## src/rtl/run_step_ctrl.sv

```systemverilog
// run_step_ctrl: debounced single-step clock-enable burst generator with registered register readout.
module run_step_ctrl #(
  parameter int DATA_W = 32,
  parameter int DEBOUNCE_CYCLES = 8,
  parameter int STEP_CYCLES = 1,
  parameter int CNT_W = 16
) (
  input  logic              fastclk,
  input  logic              reset_n,
  input  logic              switch_run,
  input  logic [4:0]        swith_select,
  input  logic [DATA_W-1:0] rf_read_data,
  output logic [4:0]        rf_read_addr,
  output logic [DATA_W-1:0] reg_read_data_1,
  output logic              cpu_clk_en,
  output logic [CNT_W-1:0]  step_count,
  output logic              busy
);
  localparam int MAXC = (DEBOUNCE_CYCLES > STEP_CYCLES) ? DEBOUNCE_CYCLES : STEP_CYCLES;
  localparam int CW = (MAXC > 1) ? $clog2(MAXC) : 1;
  localparam logic [CW-1:0] D_LAST = CW'(DEBOUNCE_CYCLES - 1);
  localparam logic [CW-1:0] S_LAST = CW'(STEP_CYCLES - 1);
  typedef enum logic [1:0] {IDLE, ARM, STEP, RELEASE} state_t;
  state_t state;
  logic sync1, run_s, go;
  logic [CW-1:0] cnt;
  // one counter serves both debounce windows and the burst length
  assign go = run_s && ((state == IDLE && DEBOUNCE_CYCLES == 1) || (state == ARM && cnt == D_LAST));
  assign busy = (state != IDLE);
  always_ff @(posedge fastclk or negedge reset_n) begin
    if (!reset_n) begin
      sync1 <= 1'b0;
      run_s <= 1'b0;
      state <= IDLE;
      cnt <= '0;
      cpu_clk_en <= 1'b0;
      step_count <= '0;
      rf_read_addr <= '0;
      reg_read_data_1 <= '0;
    end else begin
      sync1 <= switch_run;
      run_s <= sync1;
      rf_read_addr <= swith_select;
      reg_read_data_1 <= rf_read_data;
      if (go) begin
        state <= STEP;
        cnt <= '0;
        cpu_clk_en <= 1'b1;
        step_count <= step_count + CNT_W'(1);
      end else begin
        case (state)
          IDLE: if (run_s) begin
            state <= ARM;
            cnt <= CW'(1);
          end
          ARM: if (!run_s) begin
            state <= IDLE;
            cnt <= '0;
          end else cnt <= cnt + CW'(1);
          STEP: if (cnt == S_LAST) begin
            state <= RELEASE;
            cnt <= '0;
            cpu_clk_en <= 1'b0;
          end else cnt <= cnt + CW'(1);
          RELEASE: if (run_s) cnt <= '0;
          else if (cnt == D_LAST) begin
            state <= IDLE;
            cnt <= '0;
          end else cnt <= cnt + CW'(1);
          default: state <= IDLE;
        endcase
      end
    end
  end
endmodule

```

## config.mk

```make
export PLATFORM = sky130hd
export DESIGN_NAME = run_step_ctrl
export DESIGN_NICKNAME = d
export VERILOG_FILES = /design/src/rtl/run_step_ctrl.sv
export SDC_FILE = /design/constraint.sdc
export NUM_CORES = 1
export LEC_CHECK = 0
export BUFFER_PORTS_ARGS = -buffer_cell sky130_fd_sc_hd__buf_2
export CAP_MARGIN = 10
export CORE_ASPECT_RATIO = 0.75
export CORE_UTILIZATION = 45
export CTS_BUF_LIST = sky130_fd_sc_hd__clkbuf_4
export CTS_CLUSTER_DIAMETER = 80
export DETAILED_ROUTE_END_ITERATION = 8
export GPL_ROUTABILITY_DRIVEN = 0
export PLACE_DENSITY = 0.78
export SYNTH_ARGS = -nofsm -noshare
export SYNTH_HDL_FRONTEND = slang
export SYNTH_SLANG_ARGS = --single-unit
```

## constraint.sdc

```tcl
create_clock -name fastclk -period 3.1 [get_ports fastclk]
set_input_delay 0.62 -clock fastclk [delete_from_list [all_inputs] [get_ports fastclk]]
set_output_delay 0.62 -clock fastclk [all_outputs]
set_load 0.05 [all_outputs]
```

==> flow_summary.toml <==
[outcome]
run_status = "finished, final reports clean"

[worst_setup_path]
critPathArrivalTime_ns = 1.43
number_of_cells_on_the_worst_reg_to_reg_path = 6
ff2ff_setup_slack_ns = 1.26
worst_ep_required_time_ns = 2.48
reg2reg_to = "step_count[13]$_DFFE_PN0P_"
timing.critical_path.to_type = "output port"
critical_path.max_fanout = 8
timing.critical_path.from_type = "flop"
worstReg2RegStart = "cnt[0]$_DFFE_PN0P_"
critPathKind = "flop to output port"

[logic_synthesis]
synth_fp_nets = 179
synth.yosys.warnings = 0
post_synth_most_frequent_cells = "61 x dfrtp_1, 14 x nand2_1, 12 x xnor2_1"
synth_cell_types = 24
synth.area.mux_share = 0.00549
synth_compound_area_frac = 0.0263
synth_async_sr_flop_share = 1.00
synth_area_mm2 = 0.00205
yosysSeqAreaShare = 0.745
synth_ff_type = "dfrtp_1"
avgSynthCellArea_um2 = 15.2
postSynthRegisterBits = 61
synth-simple-area-share = 0.126
yosys.area_share.adder = 0.0244
combinational_family_with_the_most_area_after_synthesis = "simple AND/OR/NAND/NOR gates"
synth_top_area_cell = "dfrtp_1"
synth.area.top_cells = "dfrtp_1 74%, xnor2_1 5.1%, nand2_1 2.6%, ha_1 2.4%, nor4_4 2.1%"
yosys.cell_count.top_type = "dfrtp_1"
synth-xor-area-share = 0.0641
yosys.area.top_type_share = 0.745
edff_count_synth = 0
post_synth_inst_count = 135

[sta]
finalSetupViolations = 0
final-hold-violation-count = 0
timing_max_transition_violations_final = 0
rsz0062_at_grt = "no"
min_period_ns = 2.05
max_freq_mhz = 488
worstMarginPinSlew_ns = 0.711
max-slew-margin-rel = 0.526
worst_slack_ns = 1.05
fin_crit_sh = 0.662
fin_worst_skew_ns = 0.00664
tns_ns = 0

[cts]
post-cts-setup-buffers = 0
cts_root_buffer = "clkbuf_4"
cts.hold.buffers_added = 0
cts_tree = "built"
tritoncts_buffer_count = 9
clk_transition_reported_paths_ns = 0.11
cts_repair_resize_count = 0
cts.htree.levels = 3
source_to_sink_clock_delay_at_the_later_pin_of_the_worst_skew_pair_ns = 0.39
cts_sinks = 61
cts-root-to-sink-buffers = 2

[floorplan]
start_util = 0.488
floorplan.io_pins = 95
floorplan_die_area_mm2 = 0.00483
core-area_mm2 = 0.00420
die_width_um = 79.9
rows = 20
die_y_um = 60.4

[route]
vias_per_cell = 4.68
routedWlPerCell_um = 12.5
vias_after_detailed_routing = 1403
drt-pass1-iter-count = 4
initialDrtViolationCount = 24
drt.antenna.violating_nets = 0
remaining_drc_errors = 0
wl_um = 3760

[final_layout]
layout.nets = 284
final_layout_size_suffix_gt1_frac = 0.478
antenna-diode-count = 0
area_growth_syn_to_layout_pct = 33.3

[power]
cellLeakagePower_uw = 0.00149
ir_worst_vdd_mv = 0.420
total_power_uw = 1600
power_density_mw_per_mm2 = 587

[placement]
detailedPlace.worstSlack_ns = 1.27
detailed_place_hpwl_um = 2820
place.port_buffers = 94

[min_path]
holdCritPathClass = "primary input to flop"
hold_end = "reg_read_data_1[9]$_DFF_PN0_"
min_delay_path_depth = 1
worst_hold_startpoint = "rf_read_data[9]"

[job]
max-cap-violations = 0

[global_routing]
via_count_of_the_first_global_routing_pass = 1404
grt_first_pass_wirelength_um = 6010
antenna_violations_before_repair = 0
grt_use_total = 0.178
grt_start_max_net_pins = 62
globalRouteOverflowTotal = 0
power by group:
| group | leakage, uW | internal [uW] | total (uW) | switching, uW |
|---|---|---|---|---|
| logic | 0.000652 | 57.3 | 212 | 155 |
| clock network | 0.0000802 | 250 | 539 | 289 |
| registers | 0.000757 | 832 | 852 | 20.1 |
| total | 0.00149 | 1140 | 1600 | 464 |
layout by cell type (no fill, tap or decap), drive strengths merged:
| cell type | n |
|---|---|
| buf | 95 |
| dfrtp | 61 |
| nand2 | 14 |
| xnor2 | 12 |
| clkbuf | 9 |
| nor2 | 5 |
| nand3 | 5 |
| clkinv | 5 |
| ha | 4 |
| inv | 4 |
| nor2b | 3 |
| o21ai | 3 |
| nand2b | 3 |
| nand4 | 3 |
| xor2 | 3 |
| or2 | 2 |
| a22o | 2 |
| and3 | 2 |
| nor4 | 2 |
| o2bb2ai | 1 |
| and4 | 1 |
| nand4b | 1 |
| mux2 | 1 |
| o211ai | 1 |
| nor3 | 1 |
| a21oi | 1 |
| bufinv | 1 |
final cells by class:
class | count | area [um2]
Tap cell | 55 | 68.8
Inverter | 3 | 11.3
Timing Repair Buffer | 95 | 478
Sequential cell | 61 | 1530
Fill cell | 347 | 1470
Multi-Input combinational cell | 70 | 504
Clock buffer | 9 | 67.6
Clock inverter | 7 | 75.1
how the worst max path moves through the flow:
stage / from / end / slack [ns] / depth (start not counted)
4_1_cts: state[1]$_DFFE_PN0P_ / busy / 1.02 / 2
3_5_place_dp: cnt[0]$_DFFE_PN0P_ / step_count[10]$_DFFE_PN0P_ / 1.27 / 6
3_3_place_gp: cnt[0]$_DFFE_PN0P_ / step_count[13]$_DFFE_PN0P_ / 1.38 / 6
6_report: state[1]$_DFFE_PN0P_ / busy / 1.05 / 2
2_1_floorplan: step_count[3]$_DFFE_PN0P_ / step_count[13]$_DFFE_PN0P_ / 1.33 / 4
5_1_grt: state[1]$_DFFE_PN0P_ / busy / 0.96 / 2
per-stage QoR:
step / hold WS, ns / instance area [um2] / utilization / std cells
after floorplan: 0.324 / 2050 / - / 135
after global placement: 0.333 / 2590 / 0.616 / 284
after CTS: 0.286 / 2730 / 0.650 / 300
after detailed placement: 0.343 / 2590 / 0.616 / 284
final: 0.317 / 2730 / 0.650 / 300
after global routing: 0.282 / 2730 / 0.650 / 300
flip-flops by register name, indices dropped and copies added, names as in the netlist:
register and count:
reg_read_data_1 32, step_count 16, rf_read_addr 5, cnt 3, state 2, cpu_clk_en 1
run_s 1, sync1 1
cells by family after synthesis:
kind of cell             count (synthesis)
buffers and inverters                    4
flip-flops                              61
multiplexers                             1
XOR/XNOR                                15
adder cells (fa/ha/maj)                  4
AND/OR/NAND/NOR                         42
AO/OA/AOI/OAI                            8
critical path, cell delays in order, from the launching register on:
cell,delay [ns]
dfrtp_1,0.47
or2_2,0.35
buf_2,0.22
layer usage:
layer / vias up / wire length [um] / GRT usage
li1: 662 / - / -
met1: 669 / 1540 / 0.196
met2: 63 / 1800 / 0.286
met3: 9 / 366 / 0.104
met4: 0 / 61 / 0.0816
met5: - / 0 / 0
No activity file was read; power rests on OpenSTA's default activity.
